$ cat src/rtl/adc_sequencer_if.sv
`default_nettype none
// ============================================================================
// adc_if -- bus between the scan sequencer and the ADC macro (enable/mux/convert/result)
// Revision 1.0
// ============================================================================
interface adc_if #(
  parameter int NCH = 4,
  parameter int DW  = 10
);
  localparam int SW = (NCH > 1) ? $clog2(NCH) : 1;

  logic          adc_ena;
  logic [SW-1:0] adc_sel;
  logic          adc_convert;
  logic          adc_done;
  logic [DW-1:0] adc_data;

  modport master (
    output adc_ena,
    output adc_sel,
    output adc_convert,
    input  adc_done,
    input  adc_data
  );

  modport slave (
    input  adc_ena,
    input  adc_sel,
    input  adc_convert,
    output adc_done,
    output adc_data
  );
endinterface
`default_nettype wire

$ cat src/rtl/adc_sequencer.sv
`default_nettype none
// ============================================================================
// adc_sequencer -- masked multi-channel ADC scan engine; ADC_SEQ_AVERAGE_EN enables 4x averaging
// Revision 1.0
// ============================================================================
module adc_sequencer #(
  parameter int NCH     = 4,
  parameter int DW      = 10,
  parameter int SETTLE  = 4,
  parameter int TIMEOUT = 255
) (
  input  logic                                     clk,
  input  logic                                     reset,
  input  logic                                     cfg_en,
  input  logic [NCH-1:0]                           cfg_mask,
  input  logic [15:0]                              cfg_period,
  input  logic                                     trig,
  adc_if.master                                    adc,
  input  logic [((NCH > 1) ? $clog2(NCH) : 1)-1:0] rd_sel,
  input  logic                                     rd_stb,
  output logic [DW-1:0]                            rd_data,
  output logic [NCH-1:0]                           res_valid,
  output logic                                     busy,
  output logic                                     scan_done,
  output logic                                     err_timeout
);

  localparam int SW        = (NCH > 1) ? $clog2(NCH) : 1;
  localparam int SETTLE_N  = (SETTLE < 1) ? 1 : SETTLE;
  localparam int TIMEOUT_N = (TIMEOUT < 1) ? 1 : TIMEOUT;
  localparam int SCW       = (SETTLE_N > 1) ? $clog2(SETTLE_N) : 1;
  localparam int TCW       = (TIMEOUT_N > 1) ? $clog2(TIMEOUT_N) : 1;
  localparam logic [SCW-1:0] SETTLE_LAST  = SCW'(SETTLE_N - 1);
  localparam logic [TCW-1:0] TIMEOUT_LAST = TCW'(TIMEOUT_N - 1);

  typedef enum logic [2:0] {
    S_IDLE    = 3'd0,
    S_SELECT  = 3'd1,
    S_SETTLE  = 3'd2,
    S_CONVERT = 3'd3,
    S_WAIT    = 3'd4,
    S_STORE   = 3'd5
  } state_t;

  state_t         state;
  state_t         next_state;

  logic [NCH-1:0] pending;
  logic [SW-1:0]  sel_r;
  logic [SW-1:0]  pick_idx;
  logic [SCW-1:0] settle_cnt;
  logic [TCW-1:0] wait_cnt;
  logic [15:0]    per_cnt;
  logic           done_q;
  logic           ena_r;
  logic           scan_done_r;
  logic           err_r;
  logic [DW-1:0]  result [NCH];

  logic           per_en;
  logic           per_expire;
  logic           start;
  logic           done_rise;
  logic           chan_last;
  logic           scan_last;
  logic           store_en;
  logic           timeout_hit;
  logic [NCH-1:0] sel_onehot;
  logic [NCH-1:0] remaining;
  logic [DW-1:0]  store_val;

`ifdef ADC_SEQ_AVERAGE_EN
  logic [1:0]     rep;
  logic [DW+1:0]  acc;

  assign chan_last = (rep == 2'd3);
  assign store_val = acc[DW+1:2];
`else
  logic [DW-1:0]  sample;

  assign chan_last = 1'b1;
  assign store_val = sample;
`endif

  // A period expiry seen while busy reloads the counter and is simply dropped.
  assign per_en      = cfg_en && (cfg_period != 16'd0);
  assign per_expire  = per_en && (per_cnt <= 16'd1);
  assign start       = (state == S_IDLE) && cfg_en && (cfg_mask != '0) && (trig || per_expire);
  assign done_rise   = adc.adc_done && !done_q;
  assign sel_onehot  = NCH'(1) << sel_r;
  assign remaining   = pending & ~sel_onehot;
  assign scan_last   = chan_last && (remaining == '0);
  assign store_en    = (state == S_STORE) && cfg_en && chan_last;
  assign timeout_hit = (state == S_WAIT) && cfg_en && !done_rise && (wait_cnt == TIMEOUT_LAST);

  assign adc.adc_ena     = ena_r;
  assign adc.adc_sel     = sel_r;
  assign adc.adc_convert = (state == S_CONVERT);
  assign busy            = (state != S_IDLE);
  assign scan_done       = scan_done_r;
  assign err_timeout     = err_r;

  always_comb begin
    pick_idx = '0;
    for (int i = NCH - 1; i >= 0; i--) begin
      if (pending[i]) begin
        pick_idx = SW'(i);
      end
    end
  end

  always_comb begin
    rd_data = '0;
    for (int i = 0; i < NCH; i++) begin
      if (rd_sel == SW'(i)) begin
        rd_data = result[i];
      end
    end
  end

  always_comb begin
    next_state = state;
    case (state)
      S_IDLE:    if (start) next_state = S_SELECT;
      S_SELECT:  next_state = S_SETTLE;
      S_SETTLE:  if (settle_cnt == SETTLE_LAST) next_state = S_CONVERT;
      S_CONVERT: next_state = S_WAIT;
      S_WAIT: begin
        if (done_rise) begin
          next_state = S_STORE;
        end else if (wait_cnt == TIMEOUT_LAST) begin
          next_state = S_IDLE;
        end
      end
      S_STORE:   next_state = scan_last ? S_IDLE : S_SELECT;
      default:   next_state = S_IDLE;
    endcase
    if ((state != S_IDLE) && !cfg_en) begin
      next_state = S_IDLE;
    end
  end

  always_ff @(posedge clk) begin
    if (reset) begin
      state <= S_IDLE;
    end else begin
      state <= next_state;
    end
  end

  always_ff @(posedge clk) begin
    if (reset) begin
      pending     <= '0;
      sel_r       <= '0;
      settle_cnt  <= '0;
      wait_cnt    <= '0;
      per_cnt     <= '0;
      done_q      <= 1'b0;
      ena_r       <= 1'b0;
      scan_done_r <= 1'b0;
      err_r       <= 1'b0;
      res_valid   <= '0;
      for (int i = 0; i < NCH; i++) begin
        result[i] <= '0;
      end
`ifdef ADC_SEQ_AVERAGE_EN
      rep         <= 2'd0;
      acc         <= '0;
`else
      sample      <= '0;
`endif
    end else begin
      done_q      <= adc.adc_done;
      ena_r       <= cfg_en;
      scan_done_r <= (state == S_STORE) && cfg_en && scan_last;

      if (!per_en) begin
        per_cnt <= 16'd0;
      end else if (start || (per_cnt <= 16'd1)) begin
        per_cnt <= cfg_period;
      end else begin
        per_cnt <= per_cnt - 16'd1;
      end

      if (timeout_hit) begin
        err_r <= 1'b1;
      end else if (trig) begin
        err_r <= 1'b0;
      end

      case (state)
        S_IDLE: begin
          if (start) begin
            pending <= cfg_mask;
`ifdef ADC_SEQ_AVERAGE_EN
            rep     <= 2'd0;
`endif
          end
        end
        S_SELECT: begin
          sel_r      <= pick_idx;
          settle_cnt <= '0;
`ifdef ADC_SEQ_AVERAGE_EN
          if (rep == 2'd0) begin
            acc <= '0;
          end
`endif
        end
        S_SETTLE:  settle_cnt <= settle_cnt + 1'b1;
        S_CONVERT: wait_cnt <= '0;
        S_WAIT: begin
          wait_cnt <= wait_cnt + 1'b1;
          if (done_rise) begin
`ifdef ADC_SEQ_AVERAGE_EN
            acc <= acc + (DW+2)'(adc.adc_data);
`else
            sample <= adc.adc_data;
`endif
          end
        end
        S_STORE: begin
          // The channel stays pending until its last sample, so SELECT re-picks it.
          if (chan_last) begin
            pending <= remaining;
          end
`ifdef ADC_SEQ_AVERAGE_EN
          rep <= rep + 2'd1;
`endif
        end
        default: ;
      endcase

      // A store beats a same-cycle read strobe on the same channel.
      for (int i = 0; i < NCH; i++) begin
        if (store_en && (sel_r == SW'(i))) begin
          result[i]    <= store_val;
          res_valid[i] <= 1'b1;
        end else if (rd_stb && (rd_sel == SW'(i))) begin
          res_valid[i] <= 1'b0;
        end
      end
    end
  end

endmodule
`default_nettype wire

$ cat src/flat_wrapper.sv
// flat-port wrapper written by rule: the top's interface ports become plain ports
module adc_sequencer_flat 
#(
  parameter int NCH     = 4,
  parameter int DW      = 10,
  parameter int SETTLE  = 4,
  parameter int TIMEOUT = 255
)
  (clk, reset, cfg_en, cfg_mask, cfg_period, trig, rd_sel, rd_stb, rd_data, res_valid, busy, scan_done, err_timeout, adc_adc_ena, adc_adc_sel, adc_adc_convert, adc_adc_done, adc_adc_data);
  adc_if #(.NCH(NCH), .DW(DW)) adc_i ();
  input  logic clk;
  input  logic reset;
  input  logic cfg_en;
  input  logic [NCH-1:0] cfg_mask;
  input  logic [15:0] cfg_period;
  input  logic trig;
  input  logic [((NCH > 1) ? $clog2(NCH) : 1)-1:0] rd_sel;
  input  logic rd_stb;
  output logic [DW-1:0] rd_data;
  output logic [NCH-1:0] res_valid;
  output logic busy;
  output logic scan_done;
  output logic err_timeout;
  output wire logic [$bits(adc_i.adc_ena)-1:0] adc_adc_ena;
  output wire logic [$bits(adc_i.adc_sel)-1:0] adc_adc_sel;
  output wire logic [$bits(adc_i.adc_convert)-1:0] adc_adc_convert;
  input wire logic [$bits(adc_i.adc_done)-1:0] adc_adc_done;
  input wire logic [$bits(adc_i.adc_data)-1:0] adc_adc_data;
  assign adc_adc_ena = adc_i.adc_ena;
  assign adc_adc_sel = adc_i.adc_sel;
  assign adc_adc_convert = adc_i.adc_convert;
  assign adc_i.adc_done = adc_adc_done;
  assign adc_i.adc_data = adc_adc_data;
  adc_sequencer #(.NCH(NCH), .DW(DW), .SETTLE(SETTLE), .TIMEOUT(TIMEOUT)) u_core (.clk(clk), .reset(reset), .cfg_en(cfg_en), .cfg_mask(cfg_mask), .cfg_period(cfg_period), .trig(trig), .adc(adc_i), .rd_sel(rd_sel), .rd_stb(rd_stb), .rd_data(rd_data), .res_valid(res_valid), .busy(busy), .scan_done(scan_done), .err_timeout(err_timeout));
endmodule
$ cat config.mk
export PLATFORM = sky130hd
export DESIGN_NAME = adc_sequencer_flat
export DESIGN_NICKNAME = d
export VERILOG_FILES = /design/src/rtl/adc_sequencer_if.sv /design/src/rtl/adc_sequencer.sv /design/src/flat_wrapper.sv
export SDC_FILE = /design/constraint.sdc
export NUM_CORES = 1
export LEC_CHECK = 0
export BUFFER_PORTS_ARGS = -buffer_cell sky130_fd_sc_hd__buf_2
export CAP_MARGIN = 40
export CORE_ASPECT_RATIO = 1.75
export CORE_MARGIN = 2
export CORE_UTILIZATION = 31
export CTS_CLUSTER_SIZE = 30
export DETAILED_ROUTE_END_ITERATION = 8
export MAX_ROUTING_LAYER = met4
export PLACE_DENSITY = 0.6
export SLEW_MARGIN = 20
export SYNTH_ARGS = -nofsm -noshare
export SYNTH_HDL_FRONTEND = slang
export SYNTH_SLANG_ARGS = --single-unit
$ cat constraint.sdc
create_clock -name clk -period 2.78 [get_ports clk]
set_input_delay 0.556 -clock clk [delete_from_list [all_inputs] [get_ports clk]]
set_output_delay 0.556 -clock clk [all_outputs]
set_load 0.01 [all_outputs]
# == Word-level counts from Yosys, hierarchy flattened ==
# Memories as Yosys holds them, arrays and structs flattened.
# Cells that the tools add are included.
# totals
output_inout_bits,21
latch_bits,0
ff_bits,53
mem_bits_rw,40
mem_bits_ro,0
n_memories,1
word_cells,136
in_bits,38
# classes
order_cmp,1
n_eq_ne,16
bitwise,7
div,0
n_reduce_logical,45
mux,47
shift,1
add_sub_neg,3
multipliers,0
# mem_list
memory,depth,width,rd,rd_clocked_by_memory_dff,wr,line,source
u_core.result,4,10,4,0,4,adc_sequencer.sv:58,logic [DW-1:0] result [NCH];
# ops
op,n
two-way mux 10 bit,8
two-way mux 1 bit,25
logical AND 1 bit,20
case mux 3 bit (6 select lines),1
<= comparator 16 x 1 -> 1 bit (second input constant),1
two-way mux 16 bit,1
case mux 8 bit (2 select lines),1
nonzero test 16 bit,1
nonzero test 2 bit,8
subtractor 16 x 1 -> 16 bit (second input constant),1
two-way mux 3 bit,4
== test 2 bit (second input constant),5
adder 8 x 1 -> 8 bit (second input constant),1
== test 8 bit (second input constant),1
two-way mux 2 bit,4
case mux 4 bit (2 select lines),1
== test 3 x 2 -> 1 bit (second input constant),2
== test 3 bit (second input constant),2
AND 4 bit,1
== test 2 x 1 -> 1 bit (second input constant),2
logical NOT 2 bit,2
logical NOT 4 bit,1
two-way mux 4 bit,1
!= test 2 x 1 -> 1 bit (second input constant),2
16 further kinds,24

# == Depth between registers and ports, before layout ==
# Gate-level depths: netlist of the first run.
# logic_depth
ltp_word,7
ltp_mapped,8
depth_no_buf,7

# == Worst setup path after synthesis of the first run ==
# OpenSTA, ideal clock, no wires.
# synth_path
path_type,input port to output port
startpoint,input rd_sel[0] (netlist name)
endpoint,output rd_data[3]
cell_stages,3
path_slack_ns,0.376
required_time_ns,2.224
path_buffers,2
arrival_time_ns,1.848
path_cell_list,clkbuf_1 buf_1 mux4_2
# synth_between
elab_chain_cells,5
word_cells_on_any_way,8
classes_between,eq/ne: 3; mux: 4; reduce/logical: 1
# synth_lines
item,line,source
start: declaration,flat_wrapper.sv:17,input logic [((NCH > 1) ? $clog2(NCH) : 1)-1:0] rd_sel;
logical NOT 2 bit,adc_sequencer.sv:115,if (rd_sel == SW'(i)) begin
two-way mux 10 bit (3 in a row),adc_sequencer.sv:115,
two-way mux 10 bit *,adc_sequencer.sv:115,
end: declaration,flat_wrapper.sv:19,output logic [DW-1:0] rd_data;
# Mark *: on every way between the ends. The rest lies on a longest branch, timed or not.

# == Worst setup path in the final report of the first run ==
# Ends and elaborated chain as after synthesis.

==> results summary, run 1 <==
The flow ran to the end, and the final reports show no timing, DRC or antenna violations. The final critical delay including setup and external delays came out at 2173 ps. The final-stage net count is between 500 and 600. CTS saw between 90 and 100 sinks. The data arrival time at the worst-slack endpoint came out at 1620 ps. The layout overhead on the synthesized area is 19.01%.

Measured along the y axis, the die boundary spans ~160 µm. Measured along the x axis, the die boundary spans 93.95 µm. By count the netlist is led by 53 x sky130_fd_sc_hd__dfxtp_1, 42 x sky130_fd_sc_hd__nor2_1, 41 x sky130_fd_sc_hd__and2_1, 40 x sky130_fd_sc_hd__edfxtp_1, 31 x sky130_fd_sc_hd__nand2_1.

After filler insertion, the fill cell instance count of the layout stands at roughly 1.4k. The final-report setup violation count is 0. Wires add up to approximately 9.7 mm. Summed over all failing endpoints, the final setup total negative slack is 0 ps. The post-synthesis sequential element count came out at 93. The post-synth net total came out at ~460.

Detailed routing placed a total of 355 µm of wire on met3. The Yosys warning count came out at 0. The global routing usage summed across all routing layers is between 10 and 15%. The maximum vdd drop came out at ~0.4 mV. The number of antenna violations at the first check in global routing came out at 0.

After floorplanning, the core was sized to cover 0.01384 mm². The post-synthesis instance area is about 0.0044 mm². The number of unique standard cell types used by synthesis is between 50 and 60.

Row generation in the floorplan step produced 57 rows. Of the available clock period, the critical path in the final layout requires 78.18%. In the routed layout, each cell is associated on average with a via count of about 5. Dividing the detail-routed wire length by the instance count gives 14.75 µm. The synthesized instance count came out at a little over 400. The number of top-level design ports is 59. The clock latency on the worst-skew pair came out at roughly 350 ps.

The ratio of total power to cell area came out at between 600 and 700 mW/mm². The total count of hold-check failures in the final report came out at 0. Entering global routing, the biggest net connects 32 pins. The iteration count of the initial detailed-routing pass came out at 5.

The overall via count from detail_route came out at approximately 3.2k. The most numerous cell in the Yosys netlist is sky130_fd_sc_hd__dfxtp_1. STA classifies the critical path endpoint as a primary output. The die covers roughly 0.015 mm².

The number of max-slew violations in the final report is 0. The number of antenna cells inserted is 0. The measured slew at the worst slew-check pin is ~500 ps. The critical path class is input pin to primary output. The mean instance size in the synthesized netlist is 10.65 µm². The first global-routing pass estimated between 15 and 20 mm of wire. The worst-case clock buffer depth came out at 2. STA classifies the critical path startpoint as an input pin. The highest net fanout along the worst path came out at 14.

The number of resized instances in the post-cts repair step came out at 0. The DRC violation total after the first TritonRoute iteration came out at ~140. The number of I/O port buffers is slightly below 60. The sum of met2 wire segment lengths after detailed routing came out at 5.231 mm. The detailed-route wire length on metal 1 is 3.859 mm. The number of synthesized flops with an enable pin is 40. TritonCTS built the clock tree. In this run the remaining antenna-violating nets after routing total 0. Of the synthesized area, sequential elements account for a little over 50%.

The achievable frequency is 0.4601 GHz. Of all cell types, the one taking the most synthesized area is sky130_fd_sc_hd__edfxtp_1. The cell chosen for the clock root is sky130_fd_sc_hd__clkbuf_16.

The number of buffers inserted by hold repair at cts is 0. In the synthesized netlist the async set-or-reset flop fraction comes to 0%. The number of global-route vias before repair came to 3342.

The count of H-tree levels built during CTS is 3. The proportion of netlist area held by the largest area contributor is ~27%. The headroom to the max-slew limit is between 60% and 70%. The class of the tightest hold or removal check is input pin to flop. The clock buffer count from CTS came out at 9. The static leakage is slightly below 2 nW. The prevailing post-synth register cell is sky130_fd_sc_hd__dfxtp_1. The ratio of cells with drive above 1 in the final layout came out at between 20 and 30%. Across the routed clock network, the largest skew measured is 10.47 ps. The half-perimeter wire length after detailed placement is ~7.2 mm. For this run, design rule violations remaining after detail routing come to 0. The multi-input combinational cells in the finished layout cover a total of ~0.0020 mm².

The number of setup buffers added after CTS is 0. For this run, the share of the core covered by cells in the final layout is approximately 38%. The tool flagged a number of max-cap violations equal to 0. Data on the critical path is required at its endpoint by roughly 2200 ps. The remaining global-route overflow is 0. After clock tree synthesis, the clock-pin slew on the worst setup and hold paths is 70 ps. The initial core utilization came out at 31.72%. Power comes to between 3 and 4 mW. The sequential cell area in the final layout is 0.002262 mm².

Setup repair after global routing left no endpoint under its margin. The highest metal layer with signal wires is met4. Yosys attributes the largest share of cell area to sky130_fd_sc_hd__edfxtp_1 27%, sky130_fd_sc_hd__dfxtp_1 24%, sky130_fd_sc_hd__and2_1 5.8%, sky130_fd_sc_hd__mux4_2 5.1%, sky130_fd_sc_hd__a211oi_2 4.0%. The final estimated routing congestion in global placement is just over 0.8.
==> report_power, final <==
group	internal (mW)	switching, mW
sequential	1.50	0.0874
combinational	0.352	0.412
clock	0.627	0.572
total	2.48	1.07
==> area by class of cell <==
| cell class | instances | share of cell area (%) |
|---|---|---|
| Clock buffer | 9 | 4.311 |
| Clock inverter | 7 | 1.293 |
| Inverter | 10 | 0.7186 |
| Multi-Input combinational cell | 287 | 38.32 |
| Sequential cell | 93 | 43.31 |
| Tap cell | 177 | 4.240 |
| Timing Repair Buffer | 72 | 7.808 |
==> worst paths after layout <==
| path | to | start | depth (start not counted) | slack, ps |
|---|---|---|---|---|
| worst max register to register | u_core.per_cnt[14]$_SDFF_PP0_ | u_core.per_cnt[0]$_SDFF_PP0_ | 7 | 750 |
| worst min-delay path | u_core.pending[2]$_SDFFE_PP0P_ | cfg_mask[2] | 2 | 430 |
| worst max-delay path | rd_data[3] | rd_sel[0] | 3 | 610 |
| worst min register to register | u_core.sample[9]$_SDFFE_PP0P_ | u_core.sample[9]$_SDFFE_PP0P_ | 2 | 490 |
==> logic make-up after synthesis <==
logic type               Yosys count  synth area share, %
flip-flops                        93                51.54
AND/OR/NAND/NOR                  178                22.58
adder cells (fa/ha/maj)            5                1.425
buffers and inverters             32                2.851
multiplexers                      12                5.616
AO/OA/AOI/OAI                     78                13.20
XOR/XNOR                          14                2.794
==> registers in the layout, indices dropped and copies added (netlist names) <==
register,count
u_core.result,40
u_core.wait_cnt,8
u_core.state,3
u_core.adc.adc_sel,2
u_core.pending,4
u_core.per_cnt,16
u_core.res_valid,4
u_core.adc.adc_ena,1
u_core.err_timeout,1
u_core.scan_done,1
u_core.sample,10
u_core.settle_cnt,2
u_core.done_q,1
==> critical path: stages <==
cell and delay, ps:
sky130_fd_sc_hd__buf_2 340, sky130_fd_sc_hd__mux4_2 560, sky130_fd_sc_hd__buf_2 160
==> metal layers <==
layer  GRT usage [%]  up-vias
met5               -        -
met4           5.665        0
met3           2.519       12
met2           24.87       63
met1           15.10     1553
li1                -     1614
==> layout by cell type (no fill, tap or decap), drive strengths merged, types with 10 or more instances in the layout <==
master,instances
dfxtp,53
mux4,10
nand2,31
nor4,12
buf,72
a21oi,22
nor2,42
edfxtp,40
inv,13
xnor2,11
a211oi,15
o21ai,21
and2,42
==> per-stage QoR <==
step                std cells  instance area [µm²]  hold slack, ps  worst slack (ps)
finish                    655                 5224           434.3             606.6
floorplan                 412                 4389           453.2             376.4
CTS                       655                 5224           425.1             581.4
global placement          639                 4931           465.5             599.4
global route              655                 5224           440.5             522.9
detailed placement        639                 4931           474.9             583.7
Note: power is estimated with default switching activity, not from simulation.
==> inputs of run 2 (changes only) <==
Settings changed: PLACE_DENSITY 0.6 to 0.62.
Clock period 2.78 ns to 1.9 ns, I/O delays scaled along.
==> run 2 against run 1 <==
Effect of this change:
- design area is 3.6% higher
- setup slack worse by 600 ps
- critical path depth rose by 2
- power up 52%
- non-clock buffer count grew 14
- routed wire length is 3.9% higher
- first-iteration DRC count rose by 16%
- clock power grew 47%
==> results summary, run 2 (synthesis gave the netlist of run 1 again) <==
The kind of cell adding the most delay to the critical path is simple AND/OR/NAND/NOR gates (was multiplexers). The routed wirelength normalized by instance count came out at 14.98 µm (was 14.75 µm). Most frequent cells in the layout: 57 x sky130_fd_sc_hd__buf_2, 50 x sky130_fd_sc_hd__dfxtp_1, 41 x sky130_fd_sc_hd__and2_1 (was 58 x sky130_fd_sc_hd__buf_2, 53 x sky130_fd_sc_hd__dfxtp_1, 42 x sky130_fd_sc_hd__nor2_1). The first-pass GRT wire length came out at 16.41 mm (was 16.31 mm). The headroom to the max-slew limit came out at 72.10% (was 66.52%). The number of top-level design ports came out at 59 (unchanged). The DRC violation total after the first TritonRoute iteration came out at 161 (was 139). The sum of buffers and inverters on the critical path is 0 (was 2). The final cycle utilization of the critical path came out at between 90% and 100%. The initial core utilization was 31.72% (unchanged).

The worst-case clock buffer depth came to 2 (unchanged). The critical path class is flop to flop (was input pin to primary output). The height of the die came to 161.4 µm (unchanged). Outcome: complete, no violations (unchanged). The clock sink count is 93 (unchanged). The TritonCTS clock tree is built (unchanged). The most common cell after layout, fill and taps aside is sky130_fd_sc_hd__buf_2 (unchanged). The ratio of total power to cell area came out at 999.3 mW/mm² (was 680.3 mW/mm²). The clock transition at the registers of the reported paths came out at 70 ps (about the same). The longest individual stage delay on the worst path came to 530 ps (was 560 ps). The remaining global-route overflow came out at 0 (unchanged).

The number of global-route vias before repair came out at 3384 (was 3342). The maximum vdd drop is 0.5320 mV (was 0.4059 mV). The data arrival time at the worst-slack endpoint is 2180 ps (was 1620 ps). The placed cell area was 0.005026 mm² (was 0.004931 mm²). The count of H-tree levels built during CTS came out at 3 (unchanged). Setup repair after global routing missed its margin: yes (was no). The final estimated routing congestion in global placement is 0.8139 (was 0.8083). The floorplan die width came to 93.95 µm (unchanged). The number of max-cap violations is 0 (unchanged). The number of inserted filler cells in the final layout is 1379 (was 1399). The number of I/O port buffers came to 58 (unchanged). The class of the tightest hold or removal check is input pin to flop (unchanged). The critical path endpoint category is a flop (was primary output). The area of all placed cells without fillers came to 0.005411 mm² (was 0.005224 mm²). Cell-by-cell trace of the critical path: or4_4 > nand4b_4 > o31ai_4 > and4_4 > a22o_1 (was buf_2 > mux4_2 > buf_2). The global routing usage summed across all routing layers is 14.13% (was 13.99%). The flip-flop count of the largest register after layout is 40 (unchanged). The cell type of the slowest stage on the worst timing path is sky130_fd_sc_hd__or4_4 (was sky130_fd_sc_hd__mux4_2). The clock buffer count from CTS is 9 (unchanged). The final total negative setup slack came out at 0 ps (unchanged). The overall via count from detail_route came to 3307 (was 3242).

The area of the die was 0.01516 mm² (unchanged). The largest net degree at the start of global routing came out at 32 (unchanged). The number of antenna violations at the first check in global routing came out at 1 (was 0). The final-stage net count came out at 530 (was 516). The sequential cell area in the final layout is 0.002266 mm² (was 0.002262 mm²). The detailed-route DRC error count came out at 0 (unchanged). The cell chosen for the clock root was sky130_fd_sc_hd__clkbuf_16 (unchanged).

The maximum clock skew at final layout is 11.80 ps (was 10.47 ps). The layout overhead on the synthesized area came out at 23.29% (was 19.01%). The via count normalized by instance count came to 4.936 (was 4.950). The highest net fanout along the worst path is 6 (was 14). The data required time of the critical path came out at 2180 ps (was 2220 ps). The core outline area is 0.01384 mm² (unchanged). The ratio of cells with drive above 1 in the final layout came out at 32.72% (was 27.62%).

The static leakage is 2.080 nW (was 1.982 nW). The achievable frequency came out at between 0.5 and 0.6 GHz. The clock latency on the worst-skew pair is 350 ps (about the same). The final critical delay including setup and external delays came out at approximately 1900 ps. The number of max-slew violations in the final report is 0 (unchanged).

The half-perimeter wire length after detailed placement is 7.369 mm (was 7.245 mm). Biggest registers after layout: u_core.result (40), u_core.per_cnt (16), u_core.sample (10) (unchanged). The final-report setup violation count is 0 (unchanged). The number of routed nets with antenna violations is 0 (unchanged). The total length of routed wires is 10.04 mm (was 9.662 mm).

The kind of start point of the critical path is a flop (was input pin). The register name with the most flops is u_core.result (unchanged). The cell row count came to 57 (unchanged). The iteration count of the initial detailed-routing pass came out at 5 (unchanged).

The total count of hold-check failures in the final report came out at 0 (unchanged). The measured slew at the worst slew-check pin came out at 417.6 ps (was 501.1 ps). The multi-input logic area came out at 0.002048 mm² (was 0.002002 mm²).
## run 2: cell types whose count changed in the layout (fill, tap and decap cells not counted), sizes merged
| cell | previous run | this run |
|---|---|---|
| clkinvlp | 3 | 1 |
| inv | 13 | 14 |
| clkinv | 1 | 2 |
| diode | 0 | 1 |
| clkbuf | 9 | 11 |
| buf | 72 | 84 |
## run 2: repair_timing
| action | in CTS | in global routing |
|---|---|---|
| gates cloned | 0 | 1 |
| endpoints found under the setup margin | 7 | 31 |
| pin swaps | 1 | 7 |
| buffers inserted | 0 | 2 |
| hold buffers | 0 | 0 |
| gates resized for setup | 3 | 16 |
## run 2: worst register-to-register path, delay by kind of cell, from the launching register on
kind / cells / cell delay [ps]
AO/OA/AOI/OAI: 2 / 470
flip-flops: 1 / 320
AND/OR/NAND/NOR: 3 / 1060
## run 2: path summary, 6_finish.rpt
| check | start | end | slack, ps | cells after the start |
|---|---|---|---|---|
| worst max-delay path | u_core.per_cnt[9]$_SDFF_PP0_ | u_core.pending[1]$_SDFFE_PP0P_ | 2 | 5 |
| worst min-delay path | cfg_mask[3] | u_core.pending[3]$_SDFFE_PP0P_ | 260 | 2 |
| worst max register to register | u_core.per_cnt[9]$_SDFF_PP0_ | u_core.pending[1]$_SDFFE_PP0P_ | 2 | 5 |
| worst min register to register | u_core.res_valid[3]$_SDFFE_PP0P_ | u_core.res_valid[3]$_SDFFE_PP0P_ | 480 | 1 |
## run 2: metrics by stage
| step | setup WS, ps | power [mW] | instances | utilization, % | hold slack, ps |
|---|---|---|---|---|---|
| 2_1_floorplan | -116.3 | 3.220 | 412 | - | 453.2 |
| 3_3_place_gp | -7.636 | 3.527 | 650 | 36.33 | 466.5 |
| 3_5_place_dp | -35.27 | 3.555 | 650 | 36.33 | 467.6 |
| 4_1_cts | 3.112 | 5.329 | 666 | 38.47 | 251.4 |
| 5_1_grt | -50.17 | 5.683 | 670 | 39.11 | 277.8 |
| 6_report | 2.107 | 5.408 | 670 | 39.11 | 264.2 |
## run 2: cell type report
type,instances,area share [%]
Sequential cell,93,41.87
Multi-Input combinational cell,287,37.85
Timing Repair Buffer,86,10.08
Clock buffer,9,4.162
Tap cell,177,4.092
Clock inverter,7,1.202
Inverter,10,0.6936
Antenna cell,1,0.04624
## run 2: report_power, final
group	switching, mW	total, mW	internal (mW)
registers	0.116	2.32	2.20
clock network	0.844	1.76	0.921
logic	0.680	1.33	0.645
## run 2: metal layers
layer  GRT usage (%)  wire [µm]
met3           2.472        370
met2           26.33       5545
met1           14.54       3967
met5               -          0
met4           4.941        156
==> inputs of run 3 (changes only) <==
Settings changed: CTS_CLUSTER_SIZE 30 to not set, PLACE_DENSITY 0.62 to 0.47.
==> run 3 against run 2 <==
Effect of this change:
- die area unchanged
- sequential power about the same
- flip-flop and latch count unchanged
- via count up 0.82%
- first-iteration DRC count down 29%
- hold slack better by 2.5 ps
- critical endpoint is now u_core.per_cnt[10]$_SDFF_PP0_
- clock skew down 3.6 ps
- core utilization up 0.33 points
- design area up 0.86%
- the run now ends with setup timing left
- power up 1.1%
- setup slack worse by 17 ps
==> results summary, run 3 (synthesis gave the netlist of run 1 again) <==
Outcome: finished, violations left (was complete, no violations). The final reports fail on setup timing. The number of max-cap violations came out at 0 (unchanged). The final cycle utilization of the critical path is 100.8% (was 99.89%). The number of top-level design ports is 59 (unchanged). The total count of hold-check failures in the final report came out at 0 (unchanged). The share of total power in sequential cells is 42.3% (was 42.9%). The ratio of cells with drive above 1 in the final layout is 32.87% (was 32.72%). The area of the die was 0.01516 mm² (unchanged).

The DRC violation total after the first TritonRoute iteration came out at 115 (was 161). The static leakage is 2.116 nW (was 2.080 nW). The final-report setup violation count came out at 3 (was 0). The number of antenna cells inserted was 0 (was 1). The clock buffer count from CTS came out at 9 (unchanged).

The critical path endpoint category was a flop (unchanged). The most common cell after layout, fill and taps aside is sky130_fd_sc_hd__buf_2 (unchanged). The clock transition at the registers of the reported paths is 70 ps (about the same). The maximum clock skew at final layout came out at 8.154 ps (was 11.80 ps). The internal power is 3.816 mW (was 3.768 mW).

The detailed-route DRC error count is 0 (unchanged). The layout overhead on the synthesized area came out at 24.34% (was 23.29%). The clock latency on the worst-skew pair came out at 340 ps (was 350 ps).

The number of antenna violations at the first check in global routing came out at 0 (was 1). The total placed cells including tap cells came out at 658 (was 650). The first-pass GRT wire length came out at 17.68 mm (was 16.41 mm). The final estimated routing congestion in global placement is 0.8090 (was 0.8139). The iteration count of the initial detailed-routing pass is 5 (unchanged).

The via count normalized by instance count came out at 4.932 (was 4.936). Most frequent cells in the layout: 57 x sky130_fd_sc_hd__buf_2, 49 x sky130_fd_sc_hd__dfxtp_1, 41 x sky130_fd_sc_hd__and2_1 (was 57 x sky130_fd_sc_hd__buf_2, 50 x sky130_fd_sc_hd__dfxtp_1, 41 x sky130_fd_sc_hd__and2_1). The overall via count from detail_route came out at 3334 (was 3307). The height of the die came out at 161.4 µm (unchanged). The area of all placed cells without fillers is 0.005458 mm² (was 0.005411 mm²). The class of the tightest hold or removal check is input pin to flop (unchanged).

The data arrival time at the worst-slack endpoint came to 2180 ps (about the same). The cell chosen for the clock root is sky130_fd_sc_hd__clkbuf_16 (unchanged). The placed cell area is 0.005099 mm² (was 0.005026 mm²). The part of the total power dissipated in the clock network is 31.8% (was 32.6%). The worst-case clock buffer depth is 2 (unchanged).

The data required time of the critical path is 2160 ps (was 2180 ps). The initial core utilization came out at 31.72% (unchanged). The final critical delay including setup and external delays was 1915 ps (was 1898 ps).

The number of global-route vias before repair is 3467 (was 3384). The number of max-slew violations in the final report is 0 (unchanged). The core outline area is 0.01384 mm² (unchanged). The count of H-tree levels built during CTS is 3 (unchanged). The half-perimeter wire length after detailed placement is 8.121 mm (was 7.369 mm). The net switching power figure was 1.653 mW (was 1.640 mW). The TritonCTS clock tree is built (unchanged). The number of I/O port buffers is 58 (unchanged). The kind of start point of the critical path was a flop (unchanged). The cell row count is 57 (unchanged).

The number of routed nets with antenna violations came to 0 (unchanged). The total length of routed wires is 10.71 mm (was 10.04 mm). The worst-case setup margin in the final layout is -15.31 ps (was 2.107 ps). The most numerous cell on the critical path is sky130_fd_sc_hd__buf_12. The final instance count without filler cells is 676 (was 670). Biggest registers after layout: u_core.result (40), u_core.per_cnt (16), u_core.sample (10) (unchanged). The achievable frequency is 0.5221 GHz (was 0.5269 GHz). The floorplan die width was 93.95 µm (unchanged). The cell type of the slowest stage on the worst timing path is sky130_fd_sc_hd__or4_4 (unchanged). Setup repair after global routing missed its margin: yes (unchanged). The routed wirelength normalized by instance count is 15.84 µm (was 14.98 µm). The register name with the most flops is u_core.result (unchanged). The highest net fanout along the worst path came out at 18 (was 6). The measured slew at the worst slew-check pin was 492.0 ps (was 417.6 ps). The headroom to the max-slew limit is 67.12% (was 72.10%). The final-stage net count is 537 (was 530).

The largest net degree at the start of global routing was 19 (was 32). The longest individual stage delay on the worst path is 540 ps (was 530 ps). The number of buffers inserted by hold repair at cts is 0 (unchanged). The ratio of total power to cell area is 1002 mW/mm² (was 999.3 mW/mm²). Cell-by-cell trace of the critical path: or4_4 > nand4b_4 > o22a_4 > buf_12 > buf_12 > a211oi_2 (was or4_4 > nand4b_4 > o31ai_4 > and4_4 > a22o_1). The remaining global-route overflow is 0 (unchanged).

The combinational share of power is 25.8% (was 24.5%). The switching share of total power is 30.23% (was 30.32%). The global routing usage summed across all routing layers is 15.52% (was 14.13%). The clock sink count came out at 93 (unchanged).

The maximum vdd drop is 0.5002 mV (was 0.5320 mV). The flip-flop count of the largest register after layout was 40 (unchanged). The critical path class was flop to flop (unchanged).
==> run 3: changes by cell type in the layout (fill, tap and decap cells not counted), moves of 2 or more <==
cell and delta:
sky130_fd_sc_hd__buf_6 +2, sky130_fd_sc_hd__buf_4 +5, sky130_fd_sc_hd__nor2_2 -7, sky130_fd_sc_hd__nor2_1 +6
==> run 3: worst paths after layout <==
path	start	endpoint	slack (ps)	cells past startpoint
hold reg to reg	u_core.res_valid[1]$_SDFFE_PP0P_	u_core.res_valid[1]$_SDFFE_PP0P_	480	1
setup / recovery	u_core.per_cnt[10]$_SDFF_PP0_	u_core.per_cnt[10]$_SDFF_PP0_	-20	6
setup reg to reg	u_core.per_cnt[10]$_SDFF_PP0_	u_core.per_cnt[10]$_SDFF_PP0_	-20	6
hold / removal	cfg_mask[3]	u_core.pending[3]$_SDFFE_PP0P_	270	2
==> run 3: metal layers <==
metal	vias up	GRT usage, %	share of wire, %
li1	1654	-	-
met3	13	3.218	3.8
met2	61	29.45	57
met4	0	5.007	2.0
met1	1606	15.35	37
met5	-	-	0
==> run 3: area by class of cell <==
| type | instances | area, µm² |
|---|---|---|
| inverters | 10 | 37.54 |
| flip-flops and latches | 93 | 2267 |
| well taps | 177 | 221.5 |
| fillers | 1397 | 8378 |
| repair buffers | 93 | 600.6 |
| clock buffers | 9 | 225.2 |
| clock inverters | 7 | 65.06 |
| multi-input cells | 287 | 2041 |
==> run 3: repair_timing <==
item                                    CTS  global route
setup buffers                             2             0
cloned                                    0             0
pin swaps                                 6             0
endpoints found under the setup margin   17            29
gates resized for setup                   8            10
==> run 3: metrics by stage <==
step | hold WS, ps | util (%) | worst slack (ps) | total power, mW | setup TNS (ps)
finish | 266.7 | 39.45 | -15.31 | 5.469 | -26.40
global route | 272.5 | 39.45 | -105.7 | 5.746 | -665.8
CTS | 259.4 | 39.18 | -25.35 | 5.515 | -117.0
detailed placement | 469.1 | 36.85 | -135.1 | 3.724 | -1690
global placement | 467.9 | 36.85 | -118.6 | 3.708 | -1406
floorplan | 453.2 | - | -116.3 | 3.220 | -4651
==> run 3: worst max-delay path: cells and delay by family (launching register included) <==
kind	cells	cell delay [ps]
and+or+nand+nor	2	770
DFF	1	320
AOI/OAI and AO/OA	2	450
buffers and inverters	2	290
==> run 3: power by group through the flow <==
stage	logic (mW)	clock network, mW	registers [mW]
2_1_floorplan	0.884	0	2.34
3_5_place_dp	1.37	0	2.36
4_1_cts	1.41	1.79	2.31
5_1_grt	1.55	1.86	2.33
6_report	1.41	1.74	2.31
3_3_place_gp	1.36	0	2.35
